===== src/rtl/shift_add_multiplier_n.sv =====
// Sequential shift-add multiplier, signed or unsigned; done_o pulses 2*WIDTH+1 cycles after start.
// No backpressure: inputs other than start_i are ignored while busy, result held in HALT until start_i drops.
module shift_add_multiplier_n #(
    parameter int WIDTH = 8,
    parameter int CNT_W = $clog2(WIDTH)
) (
    input  logic                 Clk,
    input  logic                 Reset,
    input  logic                 load_b_i,
    input  logic                 start_i,
    input  logic                 signed_i,
    input  logic [WIDTH-1:0]     a_i,
    input  logic [WIDTH-1:0]     b_i,
    output logic [WIDTH-1:0]     a_o,
    output logic [WIDTH-1:0]     b_o,
    output logic                 x_o,
    output logic [2*WIDTH-1:0]   product_o,
    output logic                 busy_o,
    output logic                 done_o
);

    localparam logic [1:0] S_IDLE  = 2'd0;
    localparam logic [1:0] S_ADD   = 2'd1;
    localparam logic [1:0] S_SHIFT = 2'd2;
    localparam logic [1:0] S_HALT  = 2'd3;

    logic [1:0]       state_q, state_d;
    logic [WIDTH-1:0] a_q, a_d;
    logic [WIDTH-1:0] b_q, b_d;
    logic [WIDTH-1:0] m_q, m_d;
    logic             x_q, x_d;
    logic             sgn_q, sgn_d;
    logic [CNT_W-1:0] cnt_q, cnt_d;
    logic             done_q, done_d;

    logic             last_iter;
    logic [WIDTH:0]   a_ext;
    logic [WIDTH:0]   m_ext;
    logic [WIDTH:0]   sum;

    assign last_iter = (cnt_q == CNT_W'(WIDTH - 1));

    // Sign-extend in signed mode, zero-extend otherwise; the top bit of the
    // WIDTH+1 result is then either the sign or the carry out.
    always_comb begin
        a_ext = {sgn_q & a_q[WIDTH-1], a_q};
        m_ext = {sgn_q & m_q[WIDTH-1], m_q};
        if (sgn_q && last_iter) begin
            sum = a_ext - m_ext;
        end else begin
            sum = a_ext + m_ext;
        end
    end

    always_comb begin
        state_d = state_q;
        a_d     = a_q;
        b_d     = b_q;
        m_d     = m_q;
        x_d     = x_q;
        sgn_d   = sgn_q;
        cnt_d   = cnt_q;
        done_d  = 1'b0;
        case (state_q)
            S_IDLE: begin
                if (load_b_i) begin
                    b_d = b_i;
                    a_d = '0;
                    x_d = 1'b0;
                end else if (start_i) begin
                    // B is kept so a chained multiply uses the previous low half
                    a_d     = '0;
                    x_d     = 1'b0;
                    m_d     = a_i;
                    sgn_d   = signed_i;
                    cnt_d   = '0;
                    state_d = S_ADD;
                end
            end
            S_ADD: begin
                if (b_q[0]) begin
                    {x_d, a_d} = sum;
                end
                state_d = S_SHIFT;
            end
            S_SHIFT: begin
                b_d = {a_q[0], b_q[WIDTH-1:1]};
                a_d = {x_q, a_q[WIDTH-1:1]};
                x_d = sgn_q & x_q;
                if (last_iter) begin
                    state_d = S_HALT;
                    done_d  = 1'b1;
                end else begin
                    cnt_d   = cnt_q + CNT_W'(1);
                    state_d = S_ADD;
                end
            end
            default: begin
                if (load_b_i) begin
                    b_d = b_i;
                    a_d = '0;
                    x_d = 1'b0;
                end
                if (!start_i) begin
                    state_d = S_IDLE;
                end
            end
        endcase
    end

    always_ff @(posedge Clk) begin
        if (Reset) begin
            state_q <= S_IDLE;
            a_q     <= '0;
            b_q     <= '0;
            m_q     <= '0;
            x_q     <= 1'b0;
            sgn_q   <= 1'b0;
            cnt_q   <= '0;
            done_q  <= 1'b0;
        end else begin
            state_q <= state_d;
            a_q     <= a_d;
            b_q     <= b_d;
            m_q     <= m_d;
            x_q     <= x_d;
            sgn_q   <= sgn_d;
            cnt_q   <= cnt_d;
            done_q  <= done_d;
        end
    end

    assign a_o       = a_q;
    assign b_o       = b_q;
    assign x_o       = x_q;
    assign product_o = {a_q, b_q};
    assign busy_o    = (state_q == S_ADD) || (state_q == S_SHIFT);
    assign done_o    = done_q;

endmodule


===== config.mk =====
export PLATFORM = sky130hd
export DESIGN_NAME = shift_add_multiplier_n
export DESIGN_NICKNAME = d
export VERILOG_FILES = /design/src/rtl/shift_add_multiplier_n.sv
export SDC_FILE = /design/constraint.sdc
export NUM_CORES = 1
export LEC_CHECK = 0
export ABC_AREA = 1
export BUFFER_PORTS_ARGS = -buffer_cell sky130_fd_sc_hd__clkbuf_2
export CAP_MARGIN = 10
export CORE_ASPECT_RATIO = 0.5
export CORE_MARGIN = 2
export CORE_UTILIZATION = 34
export DETAILED_ROUTE_END_ITERATION = 16
export PLACE_DENSITY = 0.55
export SLEW_MARGIN = 5
export SYNTH_ARGS = -nofsm -noshare
export SYNTH_HDL_FRONTEND = slang
export SYNTH_SLANG_ARGS = --single-unit

===== constraint.sdc =====
create_clock -name Clk -period 4.1 [get_ports Clk]
set_input_delay 0.205 -clock Clk [delete_from_list [all_inputs] [get_ports Clk]]
set_output_delay 0.205 -clock Clk [all_outputs]
set_load 0.02 [all_outputs]

==> results of run 1 <==
-- power by group through the flow --
stage | Clock [mW] | Combinational, mW | Sequential [mW]
after global routing | 0.450 | 1.00 | 0.439
final | 0.430 | 0.891 | 0.429
after detailed placement | 0 | 0.893 | 0.435
after floorplan | 0 | 0.717 | 0.458
after CTS | 0.438 | 0.897 | 0.429
after global placement | 0 | 0.886 | 0.431
-- final timing paths --
| kind | startpoint | to | cells after the start |
|---|---|---|---|
| hold / removal | b_i[3] | b_o[3] | 3 |
| setup reg to reg | cnt_q[0] | a_o[6] | 14 |
| hold reg to reg | cnt_q[1] | cnt_q[1] | 2 |
| setup / recovery | cnt_q[0] | a_o[6] | 14 |
-- Yosys cell counts (all sizes together) --
cell and number:
nand2 80, inv 39, dfxtp 32, a21oi 31, o21ai 28, buf 23, nand3 16, ha 15
nor2 11, a31oi 8, xor2 6, xnor2 3, nand3b 2, nor3 2, a21o 1, a22o 1
a22oi 1, fa 1, o211a 1, o21bai 1, o22ai 1, o31ai 1
-- state kept, by name (all words and copies together) (netlist names) --
name and cells:
x_o 1, sgn_q 1, cnt_q 3, m_q 8, state_q 2, done_o 1, a_o 8, b_o 8
-- final cells by class --
cell class,instances,share of cell area
Multi-Input combinational cell,210,0.4817
Sequential cell,32,0.2469
Timing Repair Buffer,55,0.1061
Inverter,39,0.05834
Clock buffer,5,0.04822
Tap cell,88,0.04243
Clock inverter,3,0.01639
-- routing by layer --
| metal | up-vias | part of all wire | wire, um | track usage |
|---|---|---|---|---|
| met1 | 898 | 0.50 | 2458 | 0.1830 |
| met5 | - | 0 | 0 | 0 |
| li1 | 1053 | - | - | - |
| met2 | 41 | 0.44 | 2202 | 0.2517 |
| met3 | 2 | 0.053 | 263 | 0.03947 |
| met4 | 0 | 0.0069 | 34 | 0.04131 |
-- through the flow --
step,instances,util
5_1_grt,432,0.4215
3_5_place_dp,424,0.3943
2_1_floorplan,304,-
4_1_cts,432,0.4215
6_report,432,0.4215
3_3_place_gp,424,0.3943
-- cell families (layout without fill, tap and decap cells) --
logic type      count (synthesis)  after routing  synth area share
fa+ha+maj                      16             16           0.09437
compound gates                 74             74            0.2149
flops                          32             32            0.2911
xor+xnor                        9              9           0.03582
buf+inv                        62            102            0.1410
simple gates                  111            111            0.2229
-- worst max-delay path, cell delays in order, from the launching register on --
cell and delay, ns:
dfxtp_1 0.32, ha_1 0.20, ha_1 0.22, nand2_2 0.17, nand2_1 0.08, xor2_1 0.13, inv_1 0.06, ha_1 0.33
a21oi_1 0.16, nand2_1 0.11, a21oi_1 0.20, nor2_1 0.05, o21ai_0 0.19, nand2_2 0.07, a21oi_2 0.10
==> out/qor.csv, run 1 <==
stage;metric;value;unit
status;outcome;finished, final reports clean;
power_and_ir_drop;leakagePower;1.255;nW
power_and_ir_drop;ir_drop;0.0002469;V
clock_network;holdBufCountCts;0;
placement;placed_cell_area;2427;sq um
power_and_ir_drop;powerDensity;674.1;nW/um^2
global_routing;grt_max_degree;23;
detailed_routing;drt_pass1_iterations;4;
critical_path;critical_path_class;reg2reg;
placement;port-buffer-count;55;
final_layout;drive_gt1_frac;0.2587;
clock_network;clockBufferDepth;2;
detailed_routing;drt_iter0_markers;66;
synth;synth_top_cell_by_area;dfxtp_1;
timing;fin_crit;2.459;ns
synth;synthTopCellsByArea;dfxtp_1 (29%), nand2_1 (12%), ha_1 (8.5%);
final_layout;nNetsFinal;380;
timing;fmax;0.4066;GHz
floorplanning;die-area;7172;sq um
synth;synth_area;2201;sq um
critical_path;r2r_slack;1.64;ns
timing;period_share;0.5998;
floorplanning;die_y;60.89;um
global_routing;grt_util_all_layers;0.1450;
final_layout;final_cell_mix;nand2_1 (70), clkbuf_2 (55), inv_1 (37);
detailed_routing;drt-wirelength-per-cell;11.48;um
timing;maxSlewViolCount;0;
detailed_routing;ant_nets;0;
final_layout;final_common_cell;nand2_1;
power_and_ir_drop;power_frac_seq;0.245;
final_layout;antenna_cells;0;
synth;ys_warn_count;0;
clock_network;clk_pin_slew_worst_paths;0.06;ns
floorplanning;die_x;117.8;um
detailed_routing;wirelength;4958;um
timing;rsz0062_at_grt;no;
critical_path;setup.worst_path.end_class;register;
global_routing;first_global_vias;1782;
power_and_ir_drop;p_sw;0.7854;mW
placement;pre_cts_ws;1.647;ns
synth;ys_ff_latch;32;
hold_path;worstHoldPathType;in2reg;
power_and_ir_drop;clockPowerShare;0.246;
clock_network;cts.repair.resized;0;
clock_network;cts_sinks;32;
clock_network;insertion_delay;0.28;ns
clock_network;ctsRootBufferMaster;clkbuf_16;
power_and_ir_drop;switching_share;0.4490;
synth;netlist-cell-type-count;32;
critical_path;cp-start-kind;register;
timing;setup_slack;1.641;ns
global_routing;gr-total-overflow;0;
floorplanning;start_util;0.3575;
critical_path;path_max_fanout;9;
synth;syn_inst;304;
timing;maxSlewHeadroom;0.4276;
final_layout;fill_cells;662;
clock_network;cts_setup_buffers;0;
synth;ys_seq_area_frac;0.2911;
clock_network;cts_tree;done;
final_layout;final-seq-area;640.6;sq um
synth;synth_top_cell_area_share;0.2911;
final_layout;design_area;2595;sq um
timing;worst_pin_slew;0.8585;ns
critical_path;arrival;2.67;ns
job;drv_cap;0;
clock_network;htree_levels;2;
detailed_routing;vias;1994;
power_and_ir_drop;pwr-share-comb;0.509;
timing;final-setup-viol-count;0;
detailed_routing;drc;0;
placement;place_congestion;0.8806;
global_routing;antenna_found_initial;0;
clock_network;cts-buffers-inserted;5;
floorplanning;num_rows;20;
floorplanning;io_pins;56;
detailed_routing;avgViaCountPerCell;4.616;
global_routing;grt_pass1_wl;8307;um
floorplanning;core_area;6156;sq um
synth;syn_area_per_cell;7.240;sq um
timing;final.setup.tns;0;ns
synth;syn-num-nets;341;
timing;finalClockSkew;0.004284;ns
final_layout;syn2layout_area_growth;17.91;%
power_and_ir_drop;power;1.749;mW
timing;hold_slack;0.1701;ns
critical_path;cp.required;4.31;ns
timing;hold_viol_final;0;
final_layout;multi_input_area;1250;sq um
placement;place_hpwl;3708;um
power_and_ir_drop;internal-power;0.9639;mW
No activity file was read; power rests on OpenSTA's default activity.
==> inputs of run 2 (changes only) <==
ABC_AREA = 0   (was 1)
PLACE_DENSITY = 0.57   (was 0.55)
clock period = 2.25 ns   (was 4.1 ns; I/O delays follow)
==> out/qor.csv, run 2 <==
stage;metric;value;unit;change
synth;synth_compound_area_frac;0.2082;;was 0.2149
power_and_ir_drop;leakagePower;1.313;nW;was 1.255 nW
clock_network;htree_levels;2;;unchanged
hold_path;holdPathStages;3;;unchanged
critical_path;r2r_slack;-0.19;ns;was 1.64 ns
floorplanning;io_pins;56;;unchanged
critical_path;cp_common_cell;ha_4;;was ha_1
hold_path;min_from;a_i[0];;was b_i[3]
global_routing;first_global_vias;2085;;was 1782
final_layout;fill_cells;608;;was 662
clock_network;holdBufCountCts;0;;unchanged
global_routing;gr-total-overflow;0;;unchanged
synth;ys_seq_area_frac;0.2904;;was 0.2911
power_and_ir_drop;powerDensity;886.3;nW/um^2;was 674.1 nW/um^2
clock_network;insertion_delay;0.27;ns;was 0.28 ns
final_layout;final_cell_mix;clkbuf_2 (55), buf_4 (41), nor2_1 (31);;was nand2_1 (70), clkbuf_2 (55), inv_1 (37)
hold_path;worstHoldPathType;in2reg;;unchanged
synth;ys.flop_type;dfxtp_1;;unchanged
synth;synth-async-reset-ratio;0;;unchanged
final_layout;multi_input_area;1441;sq um;was 1250 sq um
synth;ys_warn_count;0;;unchanged
timing;hold_slack;0.07571;ns;was 0.1701 ns
timing;worst_pin_slew;0.4449;ns;was 0.8585 ns
floorplanning;die_y;60.96;um;was 60.89 um
detailed_routing;drt_pass1_iterations;4;;unchanged
final_layout;antenna_cells;0;;unchanged
timing;period_share;1.085;;was 0.5998
timing;fin_crit;2.441;ns;was 2.459 ns
synth;synthAdderAreaFrac;0.09416;;was 0.09437
synth;netlist-cell-type-count;47;;was 32
critical_path;crit_chain;ha_4 -> ha_4 -> and2_4 -> mux2i_4 -> buf_4 -> fa_2 -> nand3_2 -> a211oi_2 -> or2_4 -> a211o_1 -> a311oi_2;;was ha_1 -> ha_1 -> nand2_2 -> nand2_1 -> xor2_1 -> inv_1 -> ha_1 -> a21oi_1 -> nand2_1 -> a21oi_1 -> nor2_1 -> o21ai_0 -> nand2_2 -> a21oi_2
global_routing;antenna_found_initial;0;;unchanged
synth;synth.area.mux_share;0.08168;;was 0
synth;syn-num-nets;302;;was 341
timing;maxSlewViolCount;0;;unchanged
critical_path;reg2regPathDepth;11;;was 14
placement;pre_cts_ws;-0.1675;ns;was 1.647 ns
timing;final-setup-viol-count;6;;was 0
global_routing;grt_max_degree;32;;was 23
synth;synth-edff-count;0;;unchanged
status;violations;negative setup slack;;
synth;synth_top_cell_area_share;0.2904;;was 0.2911
critical_path;rr_endpoint;x_o;;was a_o[6]
clock_network;ctsRootBufferMaster;clkbuf_16;;unchanged
floorplanning;core_area;6156;sq um;unchanged
synth;synth-simple-area-share;0.1968;;was 0.2229
final_layout;final_common_cell;clkbuf_2;;was nand2_1
synth;synthTopCellsByCount;dfxtp_1 (32), nor2_1 (32), a21oi_1 (21);;was nand2_1 (70), inv_1 (37), dfxtp_1 (32)
detailed_routing;ant_nets;0;;unchanged
placement;place_congestion;0.8095;;was 0.8806
timing;setup_slack;-0.1907;ns;was 1.641 ns
final_layout;drive_gt1_frac;0.3855;;was 0.2587
timing;hold_viol_final;0;;unchanged
synth;ys_ff_latch;32;;unchanged
placement;place_hpwl;4528;um;was 3708 um
timing;rsz0062_at_grt;yes;;was no
placement;port-buffer-count;55;;unchanged
detailed_routing;drc;0;;unchanged
status;outcome;finished, violations left;;was finished, final reports clean
detailed_routing;avgViaCountPerCell;4.942;;was 4.616
timing;finalClockSkew;0.003362;ns;was 0.004284 ns
clock_network;cts-buffers-inserted;5;;unchanged
critical_path;crit_slowest_cell;fa_2;;was ha_1
final_layout;syn2layout_area_growth;35.11;%;was 17.91%
synth;synthTopCellsByArea;dfxtp_1 (29%), ha_1 (8.5%), mux2i_1 (8.2%);;was dfxtp_1 (29%), nand2_1 (12%), ha_1 (8.5%)
detailed_routing;vias;2140;;was 1994
floorplanning;num_rows;20;;unchanged
critical_path;cpPeakStageDelay;0.34;ns;was 0.33 ns
final_layout;final-seq-area;643.1;sq um;was 640.6 sq um
critical_path;cp.required;2.44;ns;was 4.31 ns
floorplanning;die_x;117.9;um;was 117.8 um
power_and_ir_drop;ir_drop;0.0004354;V;was 0.0002469 V
clock_network;clockBufferDepth;2;;unchanged
synth;synth-xor-area-share;0.02779;;was 0.03582
critical_path;critical_path_class;reg2reg;;unchanged
synth;synth_top_family_by_area;compound AO/OA/AOI/OAI gates;;was simple AND/OR/NAND/NOR gates
synth;synth_top_cell_by_area;dfxtp_1;;unchanged
global_routing;grt_pass1_wl;9901;um;was 8307 um
global_routing;grt_util_all_layers;0.1748;;was 0.1450
clock_network;cts_tree;done;;unchanged
floorplanning;die-area;7187;sq um;was 7172 sq um
final_layout;nNetsFinal;381;;was 380
clock_network;clk_pin_slew_worst_paths;0.05;ns;was 0.06 ns
timing;fmax;0.4097;GHz;was 0.4066 GHz
critical_path;cp-start-kind;register;;unchanged
hold_path;min_to;m_q[0];;was b_o[3]
critical_path;arrival;2.63;ns;was 2.67 ns
synth;synth_area;2206;sq um;was 2201 sq um
critical_path;setup.worst_path.start;cnt_q[1];;was cnt_q[0]
timing;final.setup.tns;-0.6388;ns;was 0 ns
floorplanning;start_util;0.3583;;was 0.3575
synth;syn_inst;265;;was 304
job;drv_cap;0;;unchanged
clock_network;cts_sinks;32;;unchanged
critical_path;path_max_fanout;7;;was 9
detailed_routing;wirelength;5939;um;was 4958 um
power_and_ir_drop;power;2.641;mW;was 1.749 mW
detailed_routing;drt-wirelength-per-cell;13.72;um;was 11.48 um
critical_path;setup.worst_path.end_class;register;;unchanged
critical_path;worstReg2RegStart;cnt_q[1];;was cnt_q[0]
synth;syn_area_per_cell;8.324;sq um;was 7.240 sq um
detailed_routing;drt_iter0_markers;95;;was 66
timing;maxSlewHeadroom;0.7023;;was 0.4276
## run 2: cell types whose count changed after synthesis, moves of 6 or more
cell	previous run	this run
a211oi_1	0	10
a21oi_2	9	1
a31oi_1	8	1
inv_1	37	12
mux2i_1	0	18
nand2_1	70	18
nand2_2	10	0
nand3_1	16	7
nand4_1	0	7
nor2_1	9	32
o21ai_0	28	12
xor2_1	6	0
## run 2: timing repair
action	CTS	global route
setup buffers	4	1
resized for setup	6	9
pin swaps	5	5
endpoints found under the setup margin	6	6
## run 2: area by class of cell
class                           instances  share of cell area
Clock buffer                            8             0.04912
Inverter                               12             0.01511
Multi-Input combinational cell        196              0.4836
Sequential cell                        32              0.2158
Tap cell                               88             0.03694
Timing Repair Buffer                   97              0.1994
## run 2: power breakdown
part	internal [mW]	switching [mW]	total (mW)
clock network	0.441	0.229	0.670
logic	0.567	0.698	1.27
registers	0.632	0.0740	0.706
## run 2: cell families (layout without fill, tap and decap cells)
group / after synthesis / after routing
AO/OA/AOI/OAI: 67 / 67
XOR/XNOR: 7 / 7
adder cells (fa/ha/maj): 16 / 16
buffers and inverters: 37 / 117
flip-flops: 32 / 32
multiplexers: 18 / 18
AND/OR/NAND/NOR: 88 / 88
## run 2: routing by layer
layer	global-route usage	vias up	routed length [um]
met5	0	-	0
met3	0.03383	4	215
met1	0.2258	997	2970
li1	-	1095	-
met4	0.04303	0	52
met2	0.3106	44	2700
## run 2: worst max-delay path by stage
stage | slack [ns] | end
2_1_floorplan | -0.17 | x_o
3_3_place_gp | -0.13 | a_o[7]
3_5_place_dp | -0.17 | a_o[3]
4_1_cts | -0.16 | a_o[3]
5_1_grt | -0.27 | x_o
6_report | -0.19 | x_o
## run 2: metrics by stage
| step | instances | instance area, sq um | utilization |
|---|---|---|---|
| after detailed placement | 420 | 2750 | 0.4467 |
| after CTS | 432 | 2945 | 0.4785 |
| after global routing | 433 | 2980 | 0.4841 |
| after floorplan | 265 | 2275 | - |
| final | 433 | 2980 | 0.4841 |
| after global placement | 420 | 2750 | 0.4467 |
## run 2: critical path: cells and delay by family (launching register included)
family / cells / cell delay, ns
AOI/OAI and AO/OA: 3 / 0.49
buffers and inverters: 1 / 0.14
adders and majority gates: 3 / 0.65
and+or+nand+nor: 3 / 0.56
muxes: 1 / 0.19
DFF: 1 / 0.33
==> inputs of run 3 (changes only) <==
BUFFER_PORTS_ARGS = not set   (was -buffer_cell sky130_fd_sc_hd__clkbuf_2)
DONT_BUFFER_PORTS = 1   (was not set)
PLACE_DENSITY = 0.5   (was 0.57)
SETUP_SLACK_MARGIN = 0.15   (was not set)
==> out/qor.csv, run 3 (same netlist as run 2, synthesis figures left out) <==
stage;metric;value;unit;change
timing;hold_viol_final;0;;unchanged
clock_network;insertion_delay;0.27;ns;about the same
detailed_routing;vias;2025;;was 2140
placement;placed_cell_area;2505;sq um;was 2750 sq um
clock_network;cts_sinks;32;;unchanged
final_layout;syn2layout_area_growth;32.84;%;was 35.11%
placement;place_congestion;0.8325;;was 0.8095
critical_path;path_max_fanout;7;;unchanged
global_routing;grt_pass1_wl;9611;um;was 9901 um
final_layout;instances_no_fill;392;;was 433
critical_path;crit_family;adder cells;;unchanged
timing;fmax;0.4125;GHz;was 0.4097 GHz
floorplanning;die_x;117.9;um;unchanged
floorplanning;num_rows;20;;unchanged
timing;final-setup-viol-count;6;;unchanged
final_layout;design_area;2930;sq um;was 2980 sq um
detailed_routing;ant_nets;0;;unchanged
critical_path;cp.required;2.44;ns;about the same
timing;setup_slack;-0.1742;ns;was -0.1907 ns
floorplanning;core_area;6156;sq um;unchanged
global_routing;grt_max_degree;31;;was 32
power_and_ir_drop;internal-power;1.740;mW;was 1.640 mW
critical_path;worstReg2RegStart;cnt_q[1];;unchanged
power_and_ir_drop;ir_drop;0.0004782;V;was 0.0004354 V
clock_network;clockBufferDepth;2;;unchanged
final_layout;final_cell_mix;buf_4 (47), nor2_1 (30), dfxtp_1 (30);;was clkbuf_2 (55), buf_4 (41), nor2_1 (31)
placement;place_hpwl;4462;um;was 4528 um
power_and_ir_drop;leakagePower;1.163;nW;was 1.313 nW
final_layout;drive_gt1_frac;0.2961;;was 0.3855
power_and_ir_drop;pwr-share-comb;0.413;;was 0.479
placement;port-buffer-count;0;;was 55
timing;hold_slack;0.003682;ns;was 0.07571 ns
final_layout;final_common_cell;buf_4;;was clkbuf_2
job;drv_cap;0;;unchanged
global_routing;grt_util_all_layers;0.1725;;was 0.1748
critical_path;arrival;2.61;ns;was 2.63 ns
timing;worst_pin_slew;0.4912;ns;was 0.4449 ns
critical_path;setup.worst_path.end_class;register;;unchanged
timing;fin_crit;2.424;ns;was 2.441 ns
power_and_ir_drop;p_sw;1.002;mW;was 1.001 mW
timing;maxSlewViolCount;0;;unchanged
final_layout;nNetsFinal;340;;was 381
timing;finalClockSkew;0.004079;ns;was 0.003362 ns
detailed_routing;wirelength;6003;um;was 5939 um
critical_path;crit_slowest_cell;dfxtp_2;;was fa_2
clock_network;cts_tree;done;;unchanged
clock_network;ctsRootBufferMaster;clkbuf_16;;unchanged
critical_path;cp-start-kind;register;;unchanged
critical_path;cp_common_cell;ha_4;;unchanged
power_and_ir_drop;powerDensity;935.9;nW/um^2;was 886.3 nW/um^2
clock_network;cts-buffers-inserted;5;;unchanged
status;violations;negative setup slack;;unchanged
global_routing;gr-total-overflow;0;;unchanged
detailed_routing;drc;0;;unchanged
critical_path;setup.worst_path.start;cnt_q[1];;unchanged
detailed_routing;avgViaCountPerCell;5.166;;was 4.942
floorplanning;start_util;0.3583;;unchanged
status;outcome;finished, violations left;;unchanged
placement;pre_cts_ws;-0.2074;ns;was -0.1675 ns
power_and_ir_drop;clockPowerShare;0.304;;was 0.254
hold_path;min_from;a_i[4];;was a_i[0]
power_and_ir_drop;power_frac_seq;0.284;;was 0.267
detailed_routing;drt-wirelength-per-cell;15.31;um;was 13.72 um
floorplanning;io_pins;56;;unchanged
detailed_routing;drt_iter0_markers;95;;unchanged
critical_path;cpPeakStageDelay;0.35;ns;was 0.34 ns
critical_path;crit_buf_inv;1;;unchanged
timing;period_share;1.077;;was 1.085
final_layout;antenna_cells;0;;unchanged
global_routing;antenna_found_initial;0;;unchanged
timing;rsz0062_at_grt;yes;;unchanged
timing;maxSlewHeadroom;0.6721;;was 0.7023
floorplanning;die_y;60.96;um;unchanged
power_and_ir_drop;switching_share;0.3654;;was 0.3791
floorplanning;die-area;7187;sq um;unchanged
hold_path;worstHoldPathType;in2reg;;unchanged
detailed_routing;drt_pass1_iterations;4;;unchanged
global_routing;first_global_vias;1915;;was 2085
placement;placed_cells;369;;was 420
critical_path;crit_chain;ha_4 -> ha_4 -> and2_4 -> nor2_4 -> xnor2_1 -> ha_1 -> buf_4 -> nand3_2 -> a211oi_2 -> or2_4 -> a211o_1 -> a311oi_2;;was ha_4 -> ha_4 -> and2_4 -> mux2i_4 -> buf_4 -> fa_2 -> nand3_2 -> a211oi_2 -> or2_4 -> a211o_1 -> a311oi_2
clock_network;clk_pin_slew_worst_paths;0.06;ns;was 0.05 ns
clock_network;htree_levels;2;;unchanged
critical_path;critical_path_class;reg2reg;;unchanged
==> run 3: cell types whose count changed in the layout (fill, tap and decap cells not counted), sizes merged <==
cell         delta
buf             +6
clkbuf         -56
bufinv          +1
dlygate4sd3     +8
==> run 3: metrics by stage <==
stage | power [mW] | TNS, ns | util
after global routing | 2.911 | -1.507 | 0.4760
after floorplan | 1.512 | -0.5717 | -
after CTS | 2.726 | -0.5940 | 0.4652
final | 2.743 | -0.6681 | 0.4760
after detailed placement | 1.795 | -0.6401 | 0.4069
after global placement | 1.783 | -0.6436 | 0.4069
==> run 3: per-layer routing <==
layer | share of wire | GRT usage | vias to the layer above
met1 | 0.50 | 0.2356 | 964
met5 | 0 | 0 | -
met4 | 0.011 | 0.04819 | 0
met3 | 0.058 | 0.04041 | 4
met2 | 0.43 | 0.2791 | 49
li1 | - | - | 1008
==> run 3: power groups by stage <==
stage	combinational (mW)	sequential (mW)	clock [mW]
finish	1.13	0.779	0.833
CTS	1.10	0.779	0.852
floorplan	0.762	0.751	0
global route	1.24	0.793	0.879
global placement	0.996	0.787	0
detailed placement	1.01	0.789	0
==> run 3: worst paths after layout <==
| check | end | slack (ns) | depth (start not counted) |
|---|---|---|---|
| worst min-delay path | m_q[4] | 0.004 | 2 |
| worst min register to register | cnt_q[2] | 0.49 | 2 |
| worst max-delay path | x_o | -0.17 | 12 |
| worst max register to register | x_o | -0.17 | 12 |
==> run 3: layout make-up <==
class	instances	area [sq um]
repair buffers	56	452.9
inverters	12	45.04
flip-flops and latches	32	643.1
multi-input cells	196	1496
clock buffers	7	152.6
fillers	616	3226
clock inverters	1	30.03
well taps	88	110.1
==> run 3: what timing repair did <==
| item | CTS | global route |
|---|---|---|
| resized for setup | 9 | 8 |
| setup buffers | 3 | 3 |
| pin swaps | 7 | 6 |
| hold endpoints to repair | 30 | 0 |
| endpoints found under the setup margin | 7 | 8 |
| hold buffers | 9 | 0 |
